## config.mk

```make
export PLATFORM = sky130hd
export DESIGN_NAME = cam_cfg_sequencer_flat
export DESIGN_NICKNAME = d
export VERILOG_FILES = /design/src/rtl/cam_cfg_sequencer_pkg.sv /design/src/rtl/cam_cfg_sequencer_if.sv /design/src/rtl/cam_cfg_sequencer_rom.sv /design/src/rtl/cam_cfg_sequencer.sv /design/src/flat_wrapper.sv
export SDC_FILE = /design/constraint.sdc
export NUM_CORES = 1
export LEC_CHECK = 0
export ABC_AREA = 0
export CAP_MARGIN = 10
export CORE_MARGIN = 3
export CORE_UTILIZATION = 55
export DETAILED_ROUTE_END_ITERATION = 6
export PLACE_DENSITY = 0.79
export SYNTH_ARGS = -nofsm -noshare
export SYNTH_HDL_FRONTEND = slang
export SYNTH_SLANG_ARGS = --single-unit
```

## constraint.sdc

```tcl
create_clock -name clk -period 6.95 [get_ports clk]
set_clock_uncertainty 0.2 [all_clocks]
set_input_delay 1.0425 -clock clk [delete_from_list [all_inputs] [get_ports clk]]
set_output_delay 1.0425 -clock clk [all_outputs]
set_load 0.05 [all_outputs]
```

## src/rtl/cam_cfg_sequencer_pkg.sv

```systemverilog
// Shared definitions for the camera configuration sequencer.
// Contents:
//   state_e      - sequencer FSM state encoding (also exported for debug)
//   END_MARK     - {addr,data} word that terminates the register table
//   DELAY_MARK   - address byte that marks an inline delay entry
//   SCCB_ID_*    - SCCB device IDs of the camera (write / read)
//   rom_word     - helper that packs one table entry as {addr,data}
package cam_cfg_pkg;

    typedef enum logic [3:0] {
        ST_IDLE       = 4'd0,
        ST_POWER_WAIT = 4'd1,
        ST_FETCH      = 4'd2,
        ST_DELAY      = 4'd3,
        ST_ISSUE      = 4'd4,
        ST_WAIT_START = 4'd5,
        ST_WAIT_DONE  = 4'd6,
        ST_GAP        = 4'd7,
        ST_FINISH     = 4'd8
    } state_e;

    localparam logic [15:0] END_MARK   = 16'hFFFF;
    localparam logic [7:0]  DELAY_MARK = 8'hFE;
    localparam logic [7:0]  SCCB_ID_WR = 8'h42;
    localparam logic [7:0]  SCCB_ID_RD = 8'h43;

    function automatic logic [15:0] rom_word(input logic [7:0] addr, input logic [7:0] data);
        return {addr, data};
    endfunction

endpackage

```

## src/rtl/cam_cfg_sequencer_if.sv

```systemverilog
// Bus between the configuration sequencer and the SCCB/IIC register driver.
// Signals:
//   iic_wr_en      master->slave  one-cycle write request pulse
//   iic_rd_en      master->slave  read request (the sequencer never reads)
//   iic_addr       master->slave  register address
//   iic_data       master->slave  register data
//   iic_work_done  slave->master  driver done flag
//   iic_ack        slave->master  driver ack summary
//
// Handshake: the master raises iic_wr_en for exactly one cycle with iic_addr and
// iic_data already valid, and holds addr/data until the transaction is closed.
// The slave acknowledges acceptance by dropping iic_work_done, and reports
// completion by raising iic_work_done again; iic_ack is valid in the cycle in
// which iic_work_done is seen high after having been low. iic_wr_en is never
// high while a transaction is outstanding or during the inter-transaction gap.
interface cam_cfg_sequencer_if;

    logic       iic_wr_en;
    logic       iic_rd_en;
    logic [7:0] iic_addr;
    logic [7:0] iic_data;
    logic       iic_work_done;
    logic       iic_ack;

    modport master (
        output iic_wr_en, iic_rd_en, iic_addr, iic_data,
        input  iic_work_done, iic_ack
    );

    modport slave (
        input  iic_wr_en, iic_rd_en, iic_addr, iic_data,
        output iic_work_done, iic_ack
    );

endinterface

```

## src/rtl/cam_cfg_sequencer_rom.sv

```systemverilog
// Camera register table, combinational lookup.
// Ports:
//   index  in   8  table index
//   entry  out  16 {register address, register data}
// Entries with address DELAY_MARK are delays of data*DELAY_UNIT cycles; the
// table ends at END_MARK. Every index past the table reads as END_MARK so a
// runaway index terminates cleanly.
module camera_cfg_rom
    import cam_cfg_pkg::*;
(
    input  logic [7:0]  index,
    output logic [15:0] entry
);

    always_comb begin
        entry = END_MARK;
        case (index)
            8'd0:    entry = rom_word(8'h12, 8'h80);   // COM7: soft reset
            8'd1:    entry = rom_word(DELAY_MARK, 8'h02); // settle after soft reset
            8'd2:    entry = rom_word(8'h11, 8'h01);   // CLKRC: prescaler
            8'd3:    entry = END_MARK;
            default: entry = END_MARK;
        endcase
    end

endmodule

```

## src/rtl/cam_cfg_sequencer.sv

```systemverilog
// Camera configuration sequencer: walks camera_cfg_rom after reset (or a start
// rising edge) and issues one register write per entry to the SCCB/IIC driver,
// with retries, per-transaction timeout and inline delays.
// Ports:
//   clk          in   1  clock (driver domain)
//   rst          in   1  asynchronous reset, active-low
//   start        in   1  rising edge restarts the table from index 0 when idle
//   busy         out  1  sequence in progress
//   done         out  1  sticky: table completed
//   error        out  1  sticky: retries exhausted
//   err_index    out  8  index of the failing entry
//   cfg_index    out  8  current table index
//   dbg_state_o  out  4  current FSM state
//   iic          master modport of cam_cfg_sequencer_if
module cam_cfg_sequencer
    import cam_cfg_pkg::*;
#(
    parameter int   POWERUP_CYCLES = 2000,
    parameter int   GAP_CYCLES     = 16,
    parameter int   DELAY_UNIT     = 200,
    parameter int   TIMEOUT_CYCLES = 1024,
    parameter int   MAX_RETRY      = 3,
    parameter logic ACK_FAIL_LEVEL = 1'b1
) (
    input  logic                   clk,
    input  logic                   rst,
    input  logic                   start,
    output logic                   busy,
    output logic                   done,
    output logic                   error,
    output logic [7:0]             err_index,
    output logic [7:0]             cfg_index,
    output state_e                 dbg_state_o,
    cam_cfg_sequencer_if.master    iic
);

    // Terminal counts: a phase that must last N cycles ends when the counter,
    // started at 0, reaches N-1.
    localparam logic [15:0] PWR_LAST  = 16'(POWERUP_CYCLES - 1);
    localparam logic [15:0] GAP_LAST  = 16'(GAP_CYCLES - 1);
    localparam logic [15:0] TMO_LAST  = 16'(TIMEOUT_CYCLES - 1);
    localparam logic [3:0]  RETRY_MAX = 4'(MAX_RETRY);

    state_e      state_q;
    logic        boot_q;        // forces the first pass after reset without start
    logic        start_q;
    logic [15:0] cnt_q;         // shared by power-up, delay, gap and timeout
    logic [15:0] delay_len_q;
    logic [3:0]  retry_q;
    logic [7:0]  index_q;
    logic        busy_q;
    logic        done_q;
    logic        error_q;
    logic [7:0]  err_index_q;
    logic        wr_en_q;
    logic [7:0]  addr_q;
    logic [7:0]  data_q;

    logic [15:0] rom_entry;
    logic [7:0]  rom_addr;
    logic [7:0]  rom_data;
    logic        start_rise;
    logic        in_wait;
    logic        xfer_seen;
    logic        xfer_ok;
    logic        xfer_fail;
    logic        last_index;

    camera_cfg_rom u_rom (
        .index (index_q),
        .entry (rom_entry)
    );

    assign rom_addr   = rom_entry[15:8];
    assign rom_data   = rom_entry[7:0];
    assign start_rise = start & ~start_q;
    assign last_index = (index_q == 8'hFF);

    // A completion is only meaningful once the driver has dropped work_done,
    // so it is accepted in WAIT_DONE only. The timeout covers both wait states.
    always_comb begin
        in_wait   = (state_q == ST_WAIT_START) || (state_q == ST_WAIT_DONE);
        xfer_seen = (state_q == ST_WAIT_DONE) && iic.iic_work_done;
        xfer_ok   = xfer_seen && (iic.iic_ack != ACK_FAIL_LEVEL);
        xfer_fail = in_wait && ((xfer_seen && !xfer_ok) || (!xfer_seen && cnt_q >= TMO_LAST));
    end

    always_ff @(posedge clk or negedge rst) begin
        if (!rst) begin
            state_q     <= ST_IDLE;
            boot_q      <= 1'b1;
            start_q     <= 1'b0;
            cnt_q       <= '0;
            delay_len_q <= '0;
            retry_q     <= '0;
            index_q     <= '0;
            busy_q      <= 1'b0;
            done_q      <= 1'b0;
            error_q     <= 1'b0;
            err_index_q <= '0;
            wr_en_q     <= 1'b0;
            addr_q      <= '0;
            data_q      <= '0;
        end else begin
            start_q <= start;
            wr_en_q <= 1'b0;
            case (state_q)
                ST_IDLE: begin
                    if (boot_q || start_rise) begin
                        boot_q      <= 1'b0;
                        done_q      <= 1'b0;
                        error_q     <= 1'b0;
                        err_index_q <= '0;
                        index_q     <= '0;
                        retry_q     <= '0;
                        cnt_q       <= '0;
                        busy_q      <= 1'b1;
                        state_q     <= ST_POWER_WAIT;
                    end
                end
                ST_POWER_WAIT: begin
                    if (cnt_q >= PWR_LAST) begin
                        cnt_q   <= '0;
                        state_q <= ST_FETCH;
                    end else begin
                        cnt_q <= cnt_q + 16'd1;
                    end
                end
                ST_FETCH: begin
                    cnt_q <= '0;
                    if (rom_entry == END_MARK) begin
                        state_q <= ST_FINISH;
                    end else if (rom_addr == DELAY_MARK) begin
                        delay_len_q <= 16'(rom_data * DELAY_UNIT);
                        state_q     <= ST_DELAY;
                    end else begin
                        addr_q  <= rom_addr;
                        data_q  <= rom_data;
                        wr_en_q <= 1'b1;     // high for the ISSUE cycle only
                        state_q <= ST_ISSUE;
                    end
                end
                ST_DELAY: begin
                    if (cnt_q >= delay_len_q) begin
                        cnt_q <= '0;
                        if (last_index) begin
                            state_q <= ST_FINISH;
                        end else begin
                            index_q <= index_q + 8'd1;
                            state_q <= ST_FETCH;
                        end
                    end else begin
                        cnt_q <= cnt_q + 16'd1;
                    end
                end
                ST_ISSUE: begin
                    cnt_q   <= '0;
                    state_q <= ST_WAIT_START;
                end
                ST_WAIT_START, ST_WAIT_DONE: begin
                    if (xfer_ok) begin
                        retry_q <= '0;
                        cnt_q   <= '0;
                        if (last_index) begin
                            state_q <= ST_FINISH;
                        end else begin
                            index_q <= index_q + 8'd1;
                            state_q <= ST_GAP;
                        end
                    end else if (xfer_fail) begin
                        cnt_q <= '0;
                        if (retry_q < RETRY_MAX) begin
                            retry_q <= retry_q + 4'd1;
                            state_q <= ST_GAP;   // same index is fetched again
                        end else begin
                            error_q     <= 1'b1;
                            err_index_q <= index_q;
                            busy_q      <= 1'b0;
                            state_q     <= ST_IDLE;
                        end
                    end else begin
                        cnt_q <= cnt_q + 16'd1;
                        if (state_q == ST_WAIT_START && !iic.iic_work_done) begin
                            state_q <= ST_WAIT_DONE;
                        end
                    end
                end
                ST_GAP: begin
                    if (cnt_q >= GAP_LAST) begin
                        cnt_q   <= '0;
                        state_q <= ST_FETCH;
                    end else begin
                        cnt_q <= cnt_q + 16'd1;
                    end
                end
                ST_FINISH: begin
                    done_q  <= 1'b1;
                    busy_q  <= 1'b0;
                    state_q <= ST_IDLE;
                end
                default: begin
                    state_q <= ST_IDLE;
                end
            endcase
        end
    end

    assign busy          = busy_q;
    assign done          = done_q;
    assign error         = error_q;
    assign err_index     = err_index_q;
    assign cfg_index     = index_q;
    assign dbg_state_o   = state_q;
    assign iic.iic_wr_en = wr_en_q;
    assign iic.iic_rd_en = 1'b0;
    assign iic.iic_addr  = addr_q;
    assign iic.iic_data  = data_q;

endmodule

```

## src/flat_wrapper.sv

```systemverilog
// flat-port wrapper written by rule: the top's interface ports become plain ports
module cam_cfg_sequencer_flat import cam_cfg_pkg::*;
#(
    parameter int   POWERUP_CYCLES = 2000,
    parameter int   GAP_CYCLES     = 16,
    parameter int   DELAY_UNIT     = 200,
    parameter int   TIMEOUT_CYCLES = 1024,
    parameter int   MAX_RETRY      = 3,
    parameter logic ACK_FAIL_LEVEL = 1'b1
)
  (clk, rst, start, busy, done, error, err_index, cfg_index, dbg_state_o, iic_iic_wr_en, iic_iic_rd_en, iic_iic_addr, iic_iic_data, iic_iic_work_done, iic_iic_ack);
  cam_cfg_sequencer_if iic_i ();
  input  logic clk;
  input  logic rst;
  input  logic start;
  output logic busy;
  output logic done;
  output logic error;
  output logic [7:0] err_index;
  output logic [7:0] cfg_index;
  output state_e dbg_state_o;
  output wire logic [$bits(iic_i.iic_wr_en)-1:0] iic_iic_wr_en;
  output wire logic [$bits(iic_i.iic_rd_en)-1:0] iic_iic_rd_en;
  output wire logic [$bits(iic_i.iic_addr)-1:0] iic_iic_addr;
  output wire logic [$bits(iic_i.iic_data)-1:0] iic_iic_data;
  input wire logic [$bits(iic_i.iic_work_done)-1:0] iic_iic_work_done;
  input wire logic [$bits(iic_i.iic_ack)-1:0] iic_iic_ack;
  assign iic_iic_wr_en = iic_i.iic_wr_en;
  assign iic_iic_rd_en = iic_i.iic_rd_en;
  assign iic_iic_addr = iic_i.iic_addr;
  assign iic_iic_data = iic_i.iic_data;
  assign iic_i.iic_work_done = iic_iic_work_done;
  assign iic_i.iic_ack = iic_iic_ack;
  cam_cfg_sequencer #(.POWERUP_CYCLES(POWERUP_CYCLES), .GAP_CYCLES(GAP_CYCLES), .DELAY_UNIT(DELAY_UNIT), .TIMEOUT_CYCLES(TIMEOUT_CYCLES), .MAX_RETRY(MAX_RETRY), .ACK_FAIL_LEVEL(ACK_FAIL_LEVEL)) u_core (.clk(clk), .rst(rst), .start(start), .busy(busy), .done(done), .error(error), .err_index(err_index), .cfg_index(cfg_index), .dbg_state_o(dbg_state_o), .iic(iic_i));
endmodule
```

* Word-level counts from Yosys, hierarchy flattened
Cells that the tools add are included.
** Cells by class
- Order comparisons :: 5
- Mux-type cells :: 49
- Multiply operators :: 1
- Bitwise logic cells :: 5
- Equal/unequal tests :: 24
- Reductions and logical operators :: 31
- $add $sub $neg :: 3
** Operators by type and width (count)
- 2-to-1 mux 16 bit :: 6
- case mux 16 bit (6 select lines) :: 1
- 2-to-1 mux 4 bit :: 14
- 2-to-1 mux 8 bit :: 7
- case mux 16 bit (3 select lines) :: 1
- case mux 4 bit (7 select lines) :: 1
- case mux 8 bit (3 select lines) :: 1
- adder 16 x 1 -> 16 bit (second input constant) :: 1
- == test 16 bit (second input constant) :: 1
- == test 4 x 3 -> 1 bit (second input constant) :: 4
- == test 8 bit (second input constant) :: 2
- >= comparator 16 x 10 -> 1 bit (second input constant) :: 1
- >= comparator 16 x 11 -> 1 bit (second input constant) :: 1
- >= comparator 16 bit :: 1
- >= comparator 16 x 4 -> 1 bit (second input constant) :: 1
- case mux 8 bit (2 select lines) :: 1
- AND reduction 5 bit :: 3
- multiplier 8 x 5 -> 13 bit (second input constant) :: 1
- inequality test 2 x 1 -> 1 bit (second input constant) :: 6
- 2-to-1 mux 1 bit :: 11
- adder 8 x 1 -> 8 bit (second input constant) :: 1
- == test 4 x 2 -> 1 bit (second input constant) :: 2
- == test 8 x 1 -> 1 bit (second input constant) :: 1
- == test 8 x 2 -> 1 bit (second input constant) :: 1
- 25 further kinds :: 48
** Storage, ports and cells
- Register bits :: 75
- Word-level logic and storage cells :: 132
- Output and inout port bits :: 41
- Bits of input ports :: 5

* Longest topological paths before layout
Gate-level depths: netlist of run 1.
- Word-level depth :: 10
- Gate-level depth with buffers :: 11
- Depth with buffers taken out :: 10

* By module
From an unflattened synthesis of run 1, not the netlist that was laid out.
** Unflattened totals
- Cells, all modules :: 495
- Area, all modules :: 4767.1 um2
** Modules (own cells, without submodules)
- cam_cfg_sequencer :: area an instance 4609.4 um2, cells each 474, seq. area each 1878.1 um2, times used 1
- camera_cfg_rom :: area an instance 157.7 um2, cells each 21, seq. area each 0.0 um2, times used 1

* Worst setup path before layout of run 1
Ideal clock, no wire load.
- Kind :: reg-to-reg
- Start point :: register u_core.index_q[3] (netlist: u_core.cfg_index[3])
- End point :: register u_core.data_q[1] (netlist: u_core.iic.iic_data[1])
- Period minus slack after synthesis :: 2834 ps
- Buffers on the path :: 1
- Slack :: 4116 ps
- Stages on the path, launching flop included :: 10
- Data required time :: 6625 ps
- Arrival time :: 2510 ps
- Library setup time :: 125 ps
- Path through :: dfrtp_1 > buf_6 > nor4_4 > and3_1 > inv_1 > ha_1 > nand2_1 > inv_2 > nor4_4 > mux2_2
** Between the ends
- Longest elaborated chain between the ends :: 5
- Elaborated cells on any way between the ends :: 9
- Classes of those cells :: eq/ne (4); mux (1); bitwise (2); reduce/logical (2)
** Ends and longest elaborated chain
- start, declared :: line cam_cfg_sequencer.sv:50 : logic [7:0] index_q;
- start signal, assigned :: line cam_cfg_sequencer.sv:149 : index_q <= index_q + 8'd1;
- start signal, assigned :: line cam_cfg_sequencer.sv:167 : index_q <= index_q + 8'd1;
- == test 8 x 2 -> 1 bit (tied with other cells) :: line cam_cfg_sequencer_rom.sv:17 : case (index)
- case mux 16 bit (3 select lines) * :: line cam_cfg_sequencer_rom.sv:17
- == test 16 bit / == test 8 bit (equally long branches) :: line cam_cfg_sequencer.sv:131, cam_cfg_sequencer.sv:133
- inverter 1 bit (no line)
- AND reduction 3 bit (no line)
- end signal, assigned :: line cam_cfg_sequencer.sv:138 : data_q <= rom_data;
- end, declared :: line cam_cfg_sequencer.sv:57 : logic [7:0] data_q;
Mark *: on every way between the ends. The rest lies on a longest branch, timed or not.
A chain may end at the register's enable or synchronous reset.

* Worst setup path in the final report of run 1
- Start point :: register u_core.state_q[1] (netlist: u_core.dbg_state_o[1])
- End point :: output port dbg_state_o[1]
** RTL lines
- start, declared :: line cam_cfg_sequencer.sv:44 : state_e state_q;
- start signal, assigned :: line cam_cfg_sequencer.sv:90 : state_q <= ST_IDLE;
- start signal, assigned :: line cam_cfg_sequencer.sv:118 : state_q <= ST_POWER_WAIT;
- start signal, assigned :: line cam_cfg_sequencer.sv:124 : state_q <= ST_FETCH;
- end, declared :: line flat_wrapper.sv:21 : output state_e dbg_state_o;
No word-level cell between the ends.

==> results of run 1 <==
[routing by layer]
metal  GRT usage (%)  share of wire [%]  vias to the layer above
li1                -                  -                     1532
met1            30.4                 44                     1552
met2            40.9                 50                       69
met3            6.57                4.3                       12
met4            7.71                1.4                        0
met5               0                  0                        -
[worst max-delay path by stage]
stage	end
2_1_floorplan	u_core.iic.iic_data[1]
3_3_place_gp	u_core.cfg_index[4]
3_5_place_dp	u_core.cfg_index[4]
4_1_cts	dbg_state_o[1]
5_1_grt	dbg_state_o[1]
6_report	dbg_state_o[1]
[cells by family after synthesis]
group / share of synthesized area [%]
adder cells (fa/ha/maj): 8.12
XOR/XNOR: 0.455
AND/OR/NAND/NOR: 24.1
flip-flops: 41.0
multiplexers: 2.60
buffers and inverters: 6.76
other: 0.0974
AO/OA/AOI/OAI: 16.9
[per-stage QoR]
step | total power [mW] | area (µm²) | cells
floorplan | 1.11 | 3850 | 415
global placement | 1.27 | 4250 | 531
detailed placement | 1.29 | 4250 | 531
CTS | 1.66 | 4470 | 547
global route | 1.76 | 4470 | 547
finish | 1.65 | 4470 | 547
[cell type report]
| cell class | count | area, µm² | share of cell area (%) |
|---|---|---|---|
| clock buffers | 13 | 159 | 3.55 |
| clock inverters | 3 | 65.1 | 1.46 |
| inverters | 24 | 90.1 | 2.02 |
| multi-input cells | 305 | 2010 | 45.0 |
| flip-flops and latches | 63 | 1580 | 35.3 |
| well taps | 93 | 116 | 2.60 |
| repair buffers | 46 | 450 | 10.1 |
[cells in the mapped netlist, types with 3 or more instances]
cell type / n
a21o_1: 4
a21oi_1: 22
a22o_1: 9
a31o_2: 3
and2_1: 13
and3_1: 3
buf_4: 15
buf_6: 3
clkbuf_1: 3
dfrtp_1: 62
ha_1: 25
inv_1: 22
mux2_2: 3
mux2i_1: 4
nand2_1: 50
nand2b_1: 6
nand3_1: 13
nand4_1: 9
nor2_1: 29
nor2b_1: 10
nor3_1: 6
nor4_4: 3
o21ai_0: 24
o21ai_1: 4
o22ai_1: 13
or3_1: 3
[power groups by stage]
stage / logic [mW] / clock network (mW) / registers, mW
floorplan: 0.509 / 0 / 0.598
global placement: 0.745 / 0 / 0.525
detailed placement: 0.760 / 0 / 0.527
CTS: 0.766 / 0.368 / 0.521
global route: 0.837 / 0.387 / 0.533
finish: 0.765 / 0.365 / 0.523
[flip-flops by register name, indices dropped and copies added, names as in the netlist]
signal	cells
u_core.delay_len_q	11
u_core.iic.iic_wr_en	1
u_core.dbg_state_o	4
u_core.boot_q	1
u_core.start_q	1
u_core.err_index	8
u_core.done	1
u_core.error	1
u_core.retry_q	4
u_core.busy	1
u_core.iic.iic_data	4
u_core.cfg_index	8
u_core.cnt_q	16
u_core.iic.iic_addr	2
==> out/results.ini, run 1 <==
[yosys]
synth.distinct_cells = 70
synth_edf_count = 0
synth_fp_nets = 445
postSynthAreaPerCell_um2 = 9.28
synthesis.area_um2 = 3850
yosys_warnings = 0
netlist_top_cells_area = dfrtp_1 (40%), ha_1 (8.1%), nand2_1 (4.9%)
synthFlopType = dfrtp_1
seq_area_frac_synth_pct = 41.0
synth_top_area_share_pct = 40.3
synth_top_cell_by_area = dfrtp_1
async_flop_share_pct = 100
syn_inst = 415
ys_ff_latch = 63

[hold_path]
whs_endpoint = u_core.delay_len_q[8]
hold_path.class = flip-flop to flip-flop
min_path_cells = 2
worstHoldStart = u_core.delay_len_q[8]

[global_routing]
grt_pass1_wl_um = 15000
first_global_vias = 3130
grt_overflow_total = 0
gr-usage-all-layers_pct = 24.3
grt_max_degree = 64
antenna_found_initial = 0

[clock_network]
cts_tree = built
cts.sinks = 63
cts-root-buf = clkbuf_8
worst_skew_pair.late_latency_ps = 350
clk_path_buf_depth = 2
cts_buffers = 9
cts_hold_buf = 0
ctsResizeCount = 0
htree_levels = 3
clkSlewWorstSetupHoldPaths_ps = 70
cts_setup_buffers = 0

[sta]
rsz0062_at_grt = false
timing.final.crit_share_pct = 46.3
slew_violations = 0
tightest_slew_ps = 815
setup_viol = 0
hold_viol = 0
setup_tns_ps = 0
maxSlewHeadroom_pct = 45.6
setup_ws_ps = 3730
hold_slack_ps = 267
min_period_ps = 3220
fmax_mhz = 311

[worst_setup_path]
worst_ep_arrival_time_ps = 1980
r2r_cells = 8
end_kind = output pin
start_kind = flip-flop
reg2reg_setup_slack_ps = 4000
cp_cell_sequence = clkdlybuf4s50_1
crit_required_ps = 5710
max_stage_delay_ps = 920
crit_cells = 1
cp-startpoint = u_core.dbg_state_o[1]
crit_family = buffers and inverters
crit_type = flip-flop to output pin
crit_buf_inv = 1
worstReg2RegStart = u_core.cfg_index[3]
r2r_end = u_core.iic.iic_data[1]
slowest_stage = clkdlybuf4s50_1
path_max_fanout = 16

[place]
place.gp.congestion = 0.895
hpwl_um = 6160
io_buffers = 44
post-place-ws_ps = 3780

[pwr]
seq_power_share_pct = 31.6
power.leakage_nw = 2.08
max-vdd-ir-drop_uv = 225
power_frac_comb_pct = 46.3
p_clk_share_pct = 22.1
p_switching_uw = 735
swShare_pct = 44.5
internal_power_uw = 918
power_density_nw_per_um2 = 370

[routing]
totalWireLength_um = 8760
drt_iter0_drc = 160
wl_per_cell_um = 16.0
ant_nets = 0
drc = 0
route.detailed.vias_per_inst = 5.79
firstDrtPassIters = 4
vias = 3165

[final_layout]
fin_nets = 479
diodes = 0
drive_gt1_share_pct = 10.1
final_util_pct = 68.1
n_fill_cell = 535
syn2layout_area_growth_pct = 16.1
final_cell_mix = dfrtp_1 (62), nand2_1 (50), clkdlybuf4s50_1 (43)
final_common_cell = dfrtp_1

[floorplanning]
core_region_area_um2 = 6570
die-area_um2 = 8040
io_pins = 46
initial_core_util_pct = 58.6
rows = 29
die_y_um = 89.7
die_x_um = 89.7

[outcome]
status = finished, final reports clean

[run]
max-cap-violations = 0

Note: power is estimated with default switching activity, not from simulation.
==> run 2, diff against run 1 <==
Clock period 6.95 ns to 3.2 ns, I/O delays scaled along.
==> run 2 against run 1 <==
Non-clock buffer count grew 6. Largest cell class unchanged. Global-route usage grew 0.20 points. Largest power group unchanged. Register-to-register slack lost 3600 ps. Critical path depth grew 6. Sequential power grew 120%. Highest routed layer unchanged.
==> out/results.ini, run 2 (synthesis gave the netlist of run 1 again) <==
[outcome]
status = finished, final reports clean

[routing]
route.detailed.vias_per_inst = 5.81
drc = 0
vias = 3206
ant_nets = 0
wl_per_cell_um = 16.1
firstDrtPassIters = 4
totalWireLength_um = 8880
drt_iter0_drc = 292

[sta]
min_period_ps = 2840
fmax_mhz = 352
slew_violations = 0
setup_ws_ps = 361
timing.final.crit_share_pct = 88.7
rsz0062_at_grt = false
setup_viol = 0
tightest_slew_ps = 660
maxSlewHeadroom_pct = 55.6
setup_tns_ps = 0
hold_viol = 0

[floorplanning]
die_y_um = 89.7
rows = 29
io_pins = 46
die-area_um2 = 8040
initial_core_util_pct = 58.6
core_region_area_um2 = 6570
die_x_um = 89.7

[global_routing]
gr-usage-met1_pct = 31.9
grt_util_met2_pct = 38.8
use_met3_pct = 6.02
first_global_vias = 3153
gr-usage-all-layers_pct = 24.5
grt_overflow_total = 0
grt_pass1_wl_um = 15100
antenna_found_initial = 0
busiest_layer = met2
grt_max_degree = 28

[clock_network]
cts_tree = built
htree_levels = 3
cts_buffers = 9
cts_setup_buffers = 0
clkSlewWorstSetupHoldPaths_ps = 70
cts-root-buf = clkbuf_8
cts.sinks = 63
worst_skew_pair.late_latency_ps = 340
clk_path_buf_depth = 2

[worst_setup_path]
slowest_stage = nand4_1
start_kind = flip-flop
crit_required_ps = 3230
r2r_cells = 7
path_max_fanout = 17
crit_type = flip-flop to flip-flop
end_kind = flip-flop
crit_family = simple AND/OR/NAND/NOR gates
r2r_end = u_core.delay_len_q[7]
worst_ep_arrival_time_ps = 2870
max_stage_delay_ps = 510
crit_buf_inv = 1
worstReg2RegStart = u_core.cfg_index[3]
reg2reg_setup_slack_ps = 360
cp_cell_sequence = nor4_4, and3_1, inv_1, ha_1, nand2_1, nand4_1, mux2_2

[final_layout]
final_common_cell = dfrtp_1
syn2layout_area_growth_pct = 16.7
largest_register_ff_count = 16
final_cell_mix = dfrtp_1 (62), nand2_1 (50), clkdlybuf4s50_1 (43)
drive_gt1_share_pct = 11.1
fin_nets = 485
n_fill_cell = 505
largest_register = u_core.cnt_q
top_regs = u_core.cnt_q (16), u_core.delay_len_q (11)
finalNonFillerCells = 552
diodes = 0

[pwr]
power_density_nw_per_um2 = 785
max-vdd-ir-drop_uv = 539
power.leakage_nw = 2.09

[place]
hpwl_um = 6560
post-place-ws_ps = 382
io_buffers = 44
dp_cells = 536
place.gp.congestion = 0.884

[hold_path]
whs_endpoint = u_core.delay_len_q[8]
worstHoldStart = u_core.delay_len_q[8]
hold_path.class = flip-flop to flip-flop
min_path_cells = 2

[run]
max-cap-violations = 0

run 2: cell count changes in the layout (fill, tap and decap cells not counted), sizes merged:
cell         previous run  this run
buf                     3         8
bufinv                  2         1
clkbuf                 13        12
clkinvlp                0         1
dlygate4sd3             0         1
run 2: power breakdown:
group	total, mW	switching, mW	internal (mW)
clock network	0.704	0.307	0.397
registers	1.13	0.192	0.934
logic	1.70	1.09	0.605
run 2: layout make-up:
class | instances | area, µm² | area share, %
sequential | 63 | 1580 | 35.1
timing repair buffer | 52 | 498 | 11.1
clock buffer | 12 | 155 | 3.45
clock inverter | 3 | 42.5 | 0.947
inverter | 24 | 90.1 | 2.01
multi-input combinational | 305 | 2010 | 44.8
tap | 93 | 116 | 2.59
run 2: through the flow:
step | hold WS (ps) | utilization (%) | total power, mW | instance area [µm²]
5_1_grt | 284 | 68.4 | 3.76 | 4490
4_1_cts | 273 | 68.4 | 3.54 | 4490
3_5_place_dp | 249 | 65.2 | 2.83 | 4280
6_report | 266 | 68.4 | 3.53 | 4490
2_1_floorplan | -15.6 | - | 2.40 | 3850
3_3_place_gp | 243 | 65.2 | 2.78 | 4280
run 2: how the worst max path moves through the flow:
stage | start | to | slack (ps) | cells past startpoint
5_1_grt | u_core.cfg_index[3] | u_core.delay_len_q[7] | 150 | 7
6_report | u_core.cfg_index[3] | u_core.delay_len_q[7] | 360 | 7
2_1_floorplan | u_core.cfg_index[3] | u_core.iic.iic_data[1] | 370 | 9
4_1_cts | u_core.cfg_index[3] | u_core.iic.iic_data[1] | 360 | 8
3_5_place_dp | u_core.cfg_index[3] | u_core.iic.iic_data[1] | 380 | 8
3_3_place_gp | u_core.cfg_index[3] | u_core.iic.iic_data[1] | 470 | 8
run 2: timing repair:
action / 4_1_cts / 5_1_grt
gates resized for setup: 0 / 0
hold buffers: 1 / 0
endpoints found under the hold margin: 17 / 0
run 2: worst reg2reg max path: cells and delay by family (launching register included):
kind | cells | cell delay [ps]
buffers and inverters | 1 | 110
DFF | 1 | 490
muxes | 1 | 480
adders and majority gates | 1 | 230
and+or+nand+nor | 4 | 1220
run 2: per-layer routing:
layer  wire (µm)  up-vias  share of wire (%)
met5           0        -                  0
met4         151        0                1.7
met3         364       18                4.1
met2        4390       88                 49
met1        3970     1557                 45
li1            -     1543                  -
